$ cat src/rtl/photon_score_aggregator.sv
// Reduces groups of photonic-tile scores to {sum, max, argmax, count} records and buffers them in a show-ahead FIFO.
// Optional build macro PHOTON_AGG_SATURATE_EN: saturating group sum instead of modulo wrap.
module photon_score_aggregator #(
  parameter int KEYS_PER_QUERY = 8,
  parameter int ACC_WIDTH      = 40,
  parameter int FIFO_DEPTH     = 4,
  parameter int IDX_WIDTH      = 3
) (
  input  logic                 clk,
  input  logic                 rst_n,
  input  logic [31:0]          score_in,
  input  logic                 score_valid,
  input  logic                 flush,
  output logic                 out_valid,
  input  logic                 out_ready,
  output logic [ACC_WIDTH-1:0] out_sum,
  output logic [31:0]          out_max,
  output logic [IDX_WIDTH-1:0] out_argmax,
  output logic [IDX_WIDTH:0]   out_count,
  output logic                 credit_ok,
  output logic                 overflow,
  input  logic                 clear_overflow,
  output logic                 dbg_state
);

  localparam int PTR_W = $clog2(FIFO_DEPTH);
  localparam int CNT_W = IDX_WIDTH + 1;

  typedef enum logic {S_IDLE, S_ACCUM} state_t;

  state_t               r_state;
  logic [ACC_WIDTH-1:0] r_sum;
  logic [31:0]          r_max;
  logic [IDX_WIDTH-1:0] r_argmax;
  logic [CNT_W-1:0]     r_count;

  logic [ACC_WIDTH-1:0] r_mem_sum [FIFO_DEPTH];
  logic [31:0]          r_mem_max [FIFO_DEPTH];
  logic [IDX_WIDTH-1:0] r_mem_arg [FIFO_DEPTH];
  logic [CNT_W-1:0]     r_mem_cnt [FIFO_DEPTH];
  logic [PTR_W-1:0]     r_wr_ptr;
  logic [PTR_W-1:0]     r_rd_ptr;
  logic [PTR_W:0]       r_entries;
  logic                 r_credit;
  logic                 r_overflow;

  logic [ACC_WIDTH-1:0] w_sum_add;
  logic [ACC_WIDTH-1:0] w_new_sum;
  logic [31:0]          w_new_max;
  logic [IDX_WIDTH-1:0] w_new_arg;
  logic [CNT_W-1:0]     w_new_count;
  logic                 w_gt;
  logic                 w_commit;
  logic                 w_full;
  logic                 w_pop;
  logic                 w_push;
  logic                 w_drop;
  logic [PTR_W:0]       w_entries_next;

`ifdef PHOTON_AGG_SATURATE_EN
  logic [ACC_WIDTH:0]   w_sum_ext;
  assign w_sum_ext = {1'b0, r_sum} + {{(ACC_WIDTH + 1 - 32){1'b0}}, score_in};
  // Once pinned at all-ones, every further add carries out again, so the sum stays saturated.
  assign w_sum_add = w_sum_ext[ACC_WIDTH] ? {ACC_WIDTH{1'b1}} : w_sum_ext[ACC_WIDTH-1:0];
`else
  assign w_sum_add = r_sum + {{(ACC_WIDTH - 32){1'b0}}, score_in};
`endif

  // In IDLE the accumulator is all zero, so the same update rule also loads the first score.
  assign w_gt        = score_valid && (score_in > r_max);
  assign w_new_sum   = score_valid ? w_sum_add : r_sum;
  assign w_new_max   = w_gt ? score_in : r_max;
  assign w_new_arg   = w_gt ? r_count[IDX_WIDTH-1:0] : r_argmax;
  assign w_new_count = score_valid ? r_count + 1'b1 : r_count;

  assign w_commit = (score_valid && (w_new_count == CNT_W'(KEYS_PER_QUERY))) ||
                    (flush && ((r_count != '0) || score_valid));

  assign w_full = (r_entries == (PTR_W + 1)'(FIFO_DEPTH));
  assign w_pop  = out_valid && out_ready;
  assign w_push = w_commit && (!w_full || w_pop);
  assign w_drop = w_commit && w_full && !w_pop;

  always_comb begin
    w_entries_next = r_entries;
    if (w_push && !w_pop)      w_entries_next = r_entries + 1'b1;
    else if (!w_push && w_pop) w_entries_next = r_entries - 1'b1;
  end

  always_ff @(posedge clk or negedge rst_n) begin
    if (!rst_n) begin
      r_state  <= S_IDLE;
      r_sum    <= '0;
      r_max    <= '0;
      r_argmax <= '0;
      r_count  <= '0;
    end else if (w_commit) begin
      r_state  <= S_IDLE;
      r_sum    <= '0;
      r_max    <= '0;
      r_argmax <= '0;
      r_count  <= '0;
    end else if (score_valid) begin
      r_state  <= S_ACCUM;
      r_sum    <= w_new_sum;
      r_max    <= w_new_max;
      r_argmax <= w_new_arg;
      r_count  <= w_new_count;
    end
  end

  always_ff @(posedge clk or negedge rst_n) begin
    if (!rst_n) begin
      for (int i = 0; i < FIFO_DEPTH; i++) begin
        r_mem_sum[i] <= '0;
        r_mem_max[i] <= '0;
        r_mem_arg[i] <= '0;
        r_mem_cnt[i] <= '0;
      end
      r_wr_ptr   <= '0;
      r_rd_ptr   <= '0;
      r_entries  <= '0;
      r_credit   <= 1'b0;
      r_overflow <= 1'b0;
    end else begin
      if (w_push) begin
        r_mem_sum[r_wr_ptr] <= w_new_sum;
        r_mem_max[r_wr_ptr] <= w_new_max;
        r_mem_arg[r_wr_ptr] <= w_new_arg;
        r_mem_cnt[r_wr_ptr] <= w_new_count;
        r_wr_ptr            <= r_wr_ptr + 1'b1;
      end
      if (w_pop) r_rd_ptr <= r_rd_ptr + 1'b1;
      r_entries <= w_entries_next;
      r_credit  <= (w_entries_next != (PTR_W + 1)'(FIFO_DEPTH));
      // A drop in the same cycle as a clear request leaves the flag set.
      if (w_drop)              r_overflow <= 1'b1;
      else if (clear_overflow) r_overflow <= 1'b0;
    end
  end

  assign out_valid  = (r_entries != '0);
  assign out_sum    = r_mem_sum[r_rd_ptr];
  assign out_max    = r_mem_max[r_rd_ptr];
  assign out_argmax = r_mem_arg[r_rd_ptr];
  assign out_count  = r_mem_cnt[r_rd_ptr];
  assign credit_ok  = r_credit;
  assign overflow   = r_overflow;
  assign dbg_state  = r_state;

endmodule

$ cat config.mk
export PLATFORM = sky130hd
export DESIGN_NAME = photon_score_aggregator
export DESIGN_NICKNAME = d
export VERILOG_FILES = /design/src/rtl/photon_score_aggregator.sv
export SDC_FILE = /design/constraint.sdc
export NUM_CORES = 1
export LEC_CHECK = 0
export ABC_AREA = 1
export CAP_MARGIN = 10
export CORE_MARGIN = 2
export CORE_UTILIZATION = 35
export CTS_CLUSTER_SIZE = 40
export DETAILED_ROUTE_END_ITERATION = 8
export SYNTH_ARGS = -nofsm -noshare
export SYNTH_HDL_FRONTEND = slang
export SYNTH_SLANG_ARGS = --single-unit
$ cat constraint.sdc
create_clock -name clk -period 2.78 [get_ports clk]
set_input_delay 0.417 -clock clk [delete_from_list [all_inputs] [get_ports clk]]
set_output_delay 0.417 -clock clk [all_outputs]
set_load 0.01 [all_outputs]
==> results of run 1 <==
==> through the flow <==
stage | util (%) | hold slack, ps | cell area, um^2
after floorplan | - | 121 | 21800
after global placement | 41.2 | 433 | 25400
after detailed placement | 41.2 | 440 | 25400
after CTS | 44.0 | 278 | 27200
after global routing | 44.2 | 358 | 27300
final | 44.2 | 305 | 27300
==> cell type report <==
type | instances | area (um^2) | share of cell area, %
multi-input combinational | 2192 | 10300 | 37.7
sequential | 405 | 10100 | 37.2
timing repair buffer | 343 | 3390 | 12.4
clock buffer | 66 | 1330 | 4.86
tap | 837 | 1050 | 3.84
inverter | 241 | 922 | 3.38
clock inverter | 18 | 170 | 0.624
antenna | 1 | 2.50 | 0.00917
==> state kept, by name (all words and copies together), names as in the netlist, 2 cells and up <==
name,cells
r_rd_ptr,2
r_mem_arg,12
r_wr_ptr,2
r_max,32
r_entries,3
r_mem_sum,160
r_sum,40
r_mem_cnt,16
r_argmax,3
r_count,4
r_mem_max,128
==> placed cells by master, fill, tap and decap left out, drive strengths merged, types with 6 or more instances in the layout <==
| cell | netlist | layout |
|---|---|---|
| a21oi | 51 | 51 |
| buf | 75 | 223 |
| clkbuf | 67 | 72 |
| clkdlybuf4s50 | 0 | 41 |
| clkinv | 1 | 14 |
| dfrtp | 405 | 405 |
| dlygate4sd2 | 0 | 62 |
| dlymetal6s2s | 0 | 7 |
| ha | 73 | 73 |
| inv | 240 | 243 |
| nand2 | 1034 | 1034 |
| nand3 | 299 | 299 |
| nand4 | 6 | 6 |
| nor2 | 313 | 313 |
| nor3 | 13 | 13 |
| o21ai | 272 | 272 |
| o22ai | 80 | 80 |
| or2 | 18 | 18 |
| xnor2 | 12 | 12 |
| xor2 | 7 | 7 |
==> routing by layer <==
| layer | vias to the layer above | share of wire (%) | track usage [%] |
|---|---|---|---|
| met2 | 720 | 44 | 36.0 |
| met4 | 10 | 2.7 | 6.86 |
| li1 | 10100 | - | - |
| met3 | 128 | 7.8 | 4.68 |
| met5 | - | 0.068 | 0 |
| met1 | 9975 | 46 | 34.0 |
==> cell usage after synthesis, types with 3 or more instances <==
master / number / area, um^2
a21oi_1: 51 / 255
buf_1: 7 / 26.3
buf_2: 62 / 310
buf_4: 6 / 45.0
clkbuf_1: 67 / 251
dfrtp_1: 405 / 10100
ha_1: 73 / 913
inv_1: 236 / 886
inv_2: 4 / 15.0
nand2_1: 1029 / 3860
nand2_2: 4 / 25.0
nand3_1: 293 / 1470
nand3_4: 4 / 70.1
nand4_1: 6 / 37.5
nor2_1: 312 / 1170
nor3_1: 13 / 65.1
o21ai_0: 215 / 1080
o21ai_1: 57 / 285
o21bai_1: 3 / 22.5
o22ai_1: 80 / 500
or2_1: 5 / 31.3
or2_2: 13 / 81.3
xnor2_1: 11 / 96.3
xor2_1: 7 / 61.3
==> worst paths after layout <==
kind | end | slack (ps)
max in group asynchronous | r_mem_sum[53]$_DFFE_PN0P_ | 1560
setup / recovery | out_max[22] | -20
hold reg to reg | r_mem_sum[58]$_DFFE_PN0P_ | 470
hold / removal | r_count[2]$_DFFE_PN0P_ | 300
min in group asynchronous | r_mem_max[22]$_DFFE_PN0P_ | 410
setup reg to reg | r_mem_sum[109]$_DFFE_PN0P_ | 180
==> worst max-delay path: stages, from the launching register on <==
cell,delay (ps)
dfrtp_4,570
inv_12,120
buf_4,150
bufbuf_16,310
nor2_1,60
o22ai_2,250
dlygate4sd2_1,310
==> report_power, final <==
part | switching (mW) | total (mW) | internal [mW]
clock | 2.58 | 6.09 | 3.52
sequential | 1.16 | 9.22 | 8.06
combinational | 8.95 | 14.8 | 5.86
total | 12.7 | 30.1 | 17.4
==> cells by family after synthesis <==
kind of cell	Yosys count	synth area share, %
flip-flops	405	46.4
AND/OR/NAND/NOR	1688	31.5
AO/OA/AOI/OAI	411	9.97
buffers and inverters	383	7.04
adder cells (fa/ha/maj)	74	4.27
XOR/XNOR	19	0.796
==> timing repair <==
| action | in CTS | in global routing |
|---|---|---|
| pin swaps | 3 | 3 |
| gates cloned | 4 | 2 |
| gates resized for setup | 106 | 23 |
| endpoints found under the hold margin | 46 | 0 |
| hold buffers | 1 | 0 |
| endpoints found under the setup margin | 79 | 11 |
| setup buffers | 4 | 4 |
==> results.py, run 1 <==
metrics = {
    "route": {
        "first_pass_iters": 5,
        "via_per_inst": 5.10,
        "ant_nets": 0,
        "wirelength_um": 75400,
        "drt-initial-drc-count": 1668,
        "wl_per_cell_um": 18.4,
        "vias": 20900,
        "drcViolationCount": 0,
    },
    "status": {
        "status": "complete, but fails checks",
        "violations": "setup timing",
    },
    "die": {
        "fp.dieArea_um2": 64400,
        "die_y_um": 254,
        "initial_utilization_pct": 35.4,
        "rows": 91,
        "io_pins": 121,
        "core-area_um2": 61700,
        "die_w_um": 254,
    },
    "yosys": {
        "synth_edf_count": 0,
        "synth_seq_cells": 405,
        "ys_warn_count": 0,
        "synth_cell_types": 37,
        "synthCells": 2980,
        "synth_seq_area_share_pct": 46.4,
        "syn_area_um2": 21800,
        "synthFlopType": "dfrtp_1",
        "syn_area_per_cell_um2": 7.33,
        "syn_nets": 3092,
        "async_reset_ff_share_pct": 100,
    },
    "placed_design": {
        "port_buffers": 120,
        "place_congestion": 0.922,
        "hpwl_um": 48600,
        "dp_slack_ps": -381,
        "post-place-cells": 4003,
    },
    "final_layout": {
        "fin_nets": 3341,
        "layout-drive-gt1-share_pct": 11.0,
        "nFillCells": 6322,
        "area_delta_synth_final_pct": 24.9,
        "stdcell_count": 4103,
    },
    "hold_path": {
        "min_from": "score_valid",
        "hp-class": "primary input to flop",
        "whs_path_depth": 5,
    },
    "clocking": {
        "root_buffer": "clkbuf_16",
        "clk_latency_ps": 600,
        "clkSlewWorstSetupHoldPaths_ps": 60,
        "cts_tree": "done",
        "numCtsBuffers": 46,
        "clockBufferDepth": 3,
        "htreeDepth": 2,
        "clock_sinks": 405,
    },
    "power_and_ir_drop": {
        "p_leak_nw": 14.4,
        "powerDensity_nw_per_um2": 1100,
        "ir_drop_uv": 649,
        "p_total_mw": 30.1,
    },
    "worst_setup_path": {
        "worstSetupPathType": "flop to primary output",
        "r2r-start": "r_sum[24]$_DFFE_PN0P_",
        "critPathLaunchType": "flop",
        "arrival_ps": 2380,
        "end_kind": "primary output",
        "r2r_cells": 11,
        "path_max_fanout": 21,
        "cp_data_required_time_ps": 2360,
        "startpoint": "r_rd_ptr[0]$_DFFE_PN0P_",
    },
    "sta": {
        "fin_tns_setup_ps": -19.9,
        "worstMarginPinSlew_ps": 778,
        "min_period_over_period_pct": 101,
        "setup_viol": 2,
        "rsz0062_at_grt": "true",
        "finClkSkew_ps": 17.9,
        "drv_slew": 0,
        "slew_headroom_pct": 48.1,
        "hold_viol_final": 0,
        "setup_ws_ps": -16.7,
        "fin_crit_ps": 2800,
        "max_freq_mhz": 358,
    },
    "global_routing": {
        "grt_antenna_before_repair": 6,
        "grt_max_degree": 104,
        "grt_use_total_pct": 23.7,
        "grt_pass1_wl_um": 117000,
        "grt_pass1_vias": 20200,
        "grt-ovfl-total": 0,
    },
    "run": {
        "drv_cap": 0,
    },
}
(Power assumes the default switching activity.)
==> inputs of run 2 (changes only) <==
--- a/config.mk
+++ b/config.mk
@@ -11,6 +11,8 @@
 export CORE_UTILIZATION = 35
 export CTS_CLUSTER_SIZE = 40
 export DETAILED_ROUTE_END_ITERATION = 8
+export MAX_ROUTING_LAYER = met4
 export SYNTH_ARGS = -nofsm -noshare
 export SYNTH_HDL_FRONTEND = slang
 export SYNTH_SLANG_ARGS = --single-unit
+export TNS_END_PERCENT = 1
==> run 2 against run 1 <==
  * The run still ends with setup timing left
  * Total power up 3.2%
  * Wire length grew 1.1%
  * Global-route usage increased by 0.18 points
  * Die area unchanged
  * Critical endpoint is now out_sum[31]
  * Largest cell class unchanged
==> results.py, run 2 (same netlist as run 1, synthesis figures left out) <==
metrics = {
    "sta": {
        "worstMarginPinSlew_ps": 762,
        "rsz0062_at_grt": "true",
        "fin_crit_ps": 2900,
        "finClkSkew_ps": 33.2,
        "drv_slew": 0,
        "setup_viol": 49,
        "slew_headroom_pct": 49.2,
        "setup_ws_ps": -123,
        "fin_tns_setup_ps": -2520,
        "max_freq_mhz": 344,
        "hold_viol_final": 0,
        "whs_ps": 300,
        "min_period_over_period_pct": 104,
    },
    "clocking": {
        "root_buffer": "clkbuf_16",
        "htreeDepth": 2,
        "clkSlewWorstSetupHoldPaths_ps": 60,
        "clk_latency_ps": 610,
        "clock_sinks": 405,
        "clockBufferDepth": 3,
        "cts_tree": "done",
        "numCtsBuffers": 46,
    },
    "final_layout": {
        "area_delta_synth_final_pct": 25.4,
        "layout-drive-gt1-share_pct": 10.3,
        "final_util_pct": 44.4,
        "stdcell_count": 4094,
        "regMostFlops": "r_mem_sum",
        "final_area_um2": 27400,
        "fin_nets": 3328,
        "largest_register_ffs": 160,
        "mostFrequentLayoutCells": "1029 x nand2_1, 403 x dfrtp_1, 312 x nor2_1",
        "nFillCells": 6310,
        "top_regs": "r_mem_sum: 160 flops, r_mem_max: 128 flops, r_sum: 40 flops",
        "final_common_cell": "nand2_1",
    },
    "placed_design": {
        "hpwl_um": 48500,
        "dp_slack_ps": -308,
        "port_buffers": 120,
        "place_congestion": 0.947,
        "place_area_um2": 25300,
        "post-place-cells": 3989,
    },
    "die": {
        "fp.dieArea_um2": 64400,
        "io_pins": 121,
        "rows": 91,
        "die_y_um": 254,
        "initial_utilization_pct": 35.4,
        "die_w_um": 254,
        "core-area_um2": 61700,
    },
    "route": {
        "vias": 20900,
        "wl_per_cell_um": 18.6,
        "ant_nets": 0,
        "first_pass_iters": 8,
        "drt-initial-drc-count": 2021,
        "drcViolationCount": 0,
        "via_per_inst": 5.10,
        "wirelength_um": 76200,
    },
    "global_routing": {
        "grt-ovfl-total": 0,
        "grt_pass1_wl_um": 115000,
        "grt_max_degree": 104,
        "grt_antenna_before_repair": 5,
        "grt_pass1_vias": 20200,
        "grt_use_total_pct": 23.9,
    },
    "power_and_ir_drop": {
        "ir_drop_uv": 814,
        "powerDensity_nw_per_um2": 1140,
        "p_leak_nw": 14.2,
        "p_total_mw": 31.1,
    },
    "worst_setup_path": {
        "critPathBufInv": 4,
        "cp_data_required_time_ps": 2360,
        "cpLargestDelayFamily": "buffers and inverters",
        "cp_slowest_cell": "dfrtp_4",
        "end_kind": "primary output",
        "critPathLaunchType": "flop",
        "worstSetupPathType": "flop to primary output",
        "cp_slowest_stage_delay_ps": 550,
        "arrival_ps": 2490,
        "path_cells": "clkinv_8 > buf_6 > o21ai_0 > o22ai_2 > buf_4 > clkdlybuf4s50_1",
        "path_max_fanout": 11,
    },
    "run": {
        "drv_cap": 0,
    },
    "status": {
        "status": "complete, but fails checks",
        "violations": "setup timing",
    },
    "hold_path": {
        "hp-class": "primary input to flop",
    },
}
[run 2: cell count changes in the layout (fill, tap and decap cells not counted), sizes merged, moves of 4 or more]
cell / previous run / this run
clkinv: 14 / 8
buf: 223 / 202
clkdlybuf4s50: 41 / 79
dlymetal6s2s: 7 / 2
diode: 1 / 5
dlygate4sd2: 62 / 35
bufinv: 2 / 7
[run 2: worst reg2reg max path, stage by stage (launching register included)]
cell     delay (ps)
dfrtp_1         470
ha_1            450
nand2_1         140
nor2_1          210
nand2_1         130
nor3_1          240
nand4_1         130
nand3_1         160
nand2_1          70
nand2_1         100
nand2_1         180
nand2_1         120
nand2_1          50
[run 2: worst paths after layout]
check                      cells past startpoint                       from  slack, ps                         end
hold reg to reg                                2  r_mem_max[85]$_DFFE_PN0P_        470   r_mem_max[85]$_DFFE_PN0P_
min in group asynchronous                      2                      rst_n        370   r_mem_sum[15]$_DFFE_PN0P_
hold / removal                                 4                score_valid        300      r_count[2]$_DFFE_PN0P_
max in group asynchronous                      3                      rst_n       1580  r_mem_sum[140]$_DFFE_PN0P_
setup reg to reg                              12      r_sum[24]$_DFFE_PN0P_        250  r_mem_sum[157]$_DFFE_PN0P_
setup / recovery                               6    r_rd_ptr[0]$_DFFE_PN0P_       -120                 out_sum[31]
[run 2: routing by layer]
layer	GRT usage [%]	share of wire [%]	vias to the layer above	wire length, um
li1	-	-	10000	-
met4	7.55	2.9	0	2200
met5	-	0	-	0
met1	32.7	46	9988	34800
met3	4.31	7.8	123	5920
met2	35.8	44	743	33300
[run 2: area by class of cell]
| class | count | area [um^2] | area share (%) |
|---|---|---|---|
| clock inverter | 17 | 313 | 1.14 |
| multi-input combinational | 2192 | 10300 | 37.4 |
| tap | 837 | 1050 | 3.82 |
| timing repair inverter | 1 | 8.76 | 0.0320 |
| timing repair buffer | 329 | 3350 | 12.2 |
| sequential | 405 | 10100 | 37.0 |
| clock buffer | 67 | 1340 | 4.89 |
| inverter | 241 | 925 | 3.38 |
| antenna | 5 | 12.5 | 0.0457 |
[run 2: what timing repair did]
action	in CTS	in global routing
endpoints found under the hold margin	45	0
hold buffers	1	0
gates resized for setup	58	15
setup endpoints to repair	79	48
pin swaps	3	2
cloned	2	8
setup buffers	0	5
[run 2: report_power, final]
group	internal (mW)	switching (mW)	total (mW)	leakage [nW]
clock network	4.02	2.66	6.68	0.803
logic	6.14	9.03	15.2	8.22
registers	8.06	1.18	9.25	5.21
==> inputs of run 3 (changes only) <==
--- a/config.mk
+++ b/config.mk
@@ -6,7 +6,6 @@
 export NUM_CORES = 1
 export LEC_CHECK = 0
 export ABC_AREA = 1
-export CAP_MARGIN = 10
 export CORE_MARGIN = 2
 export CORE_UTILIZATION = 35
 export CTS_CLUSTER_SIZE = 40
==> results of run 3 <==
Final layout, timing and power as in run 2 (identical DEF).
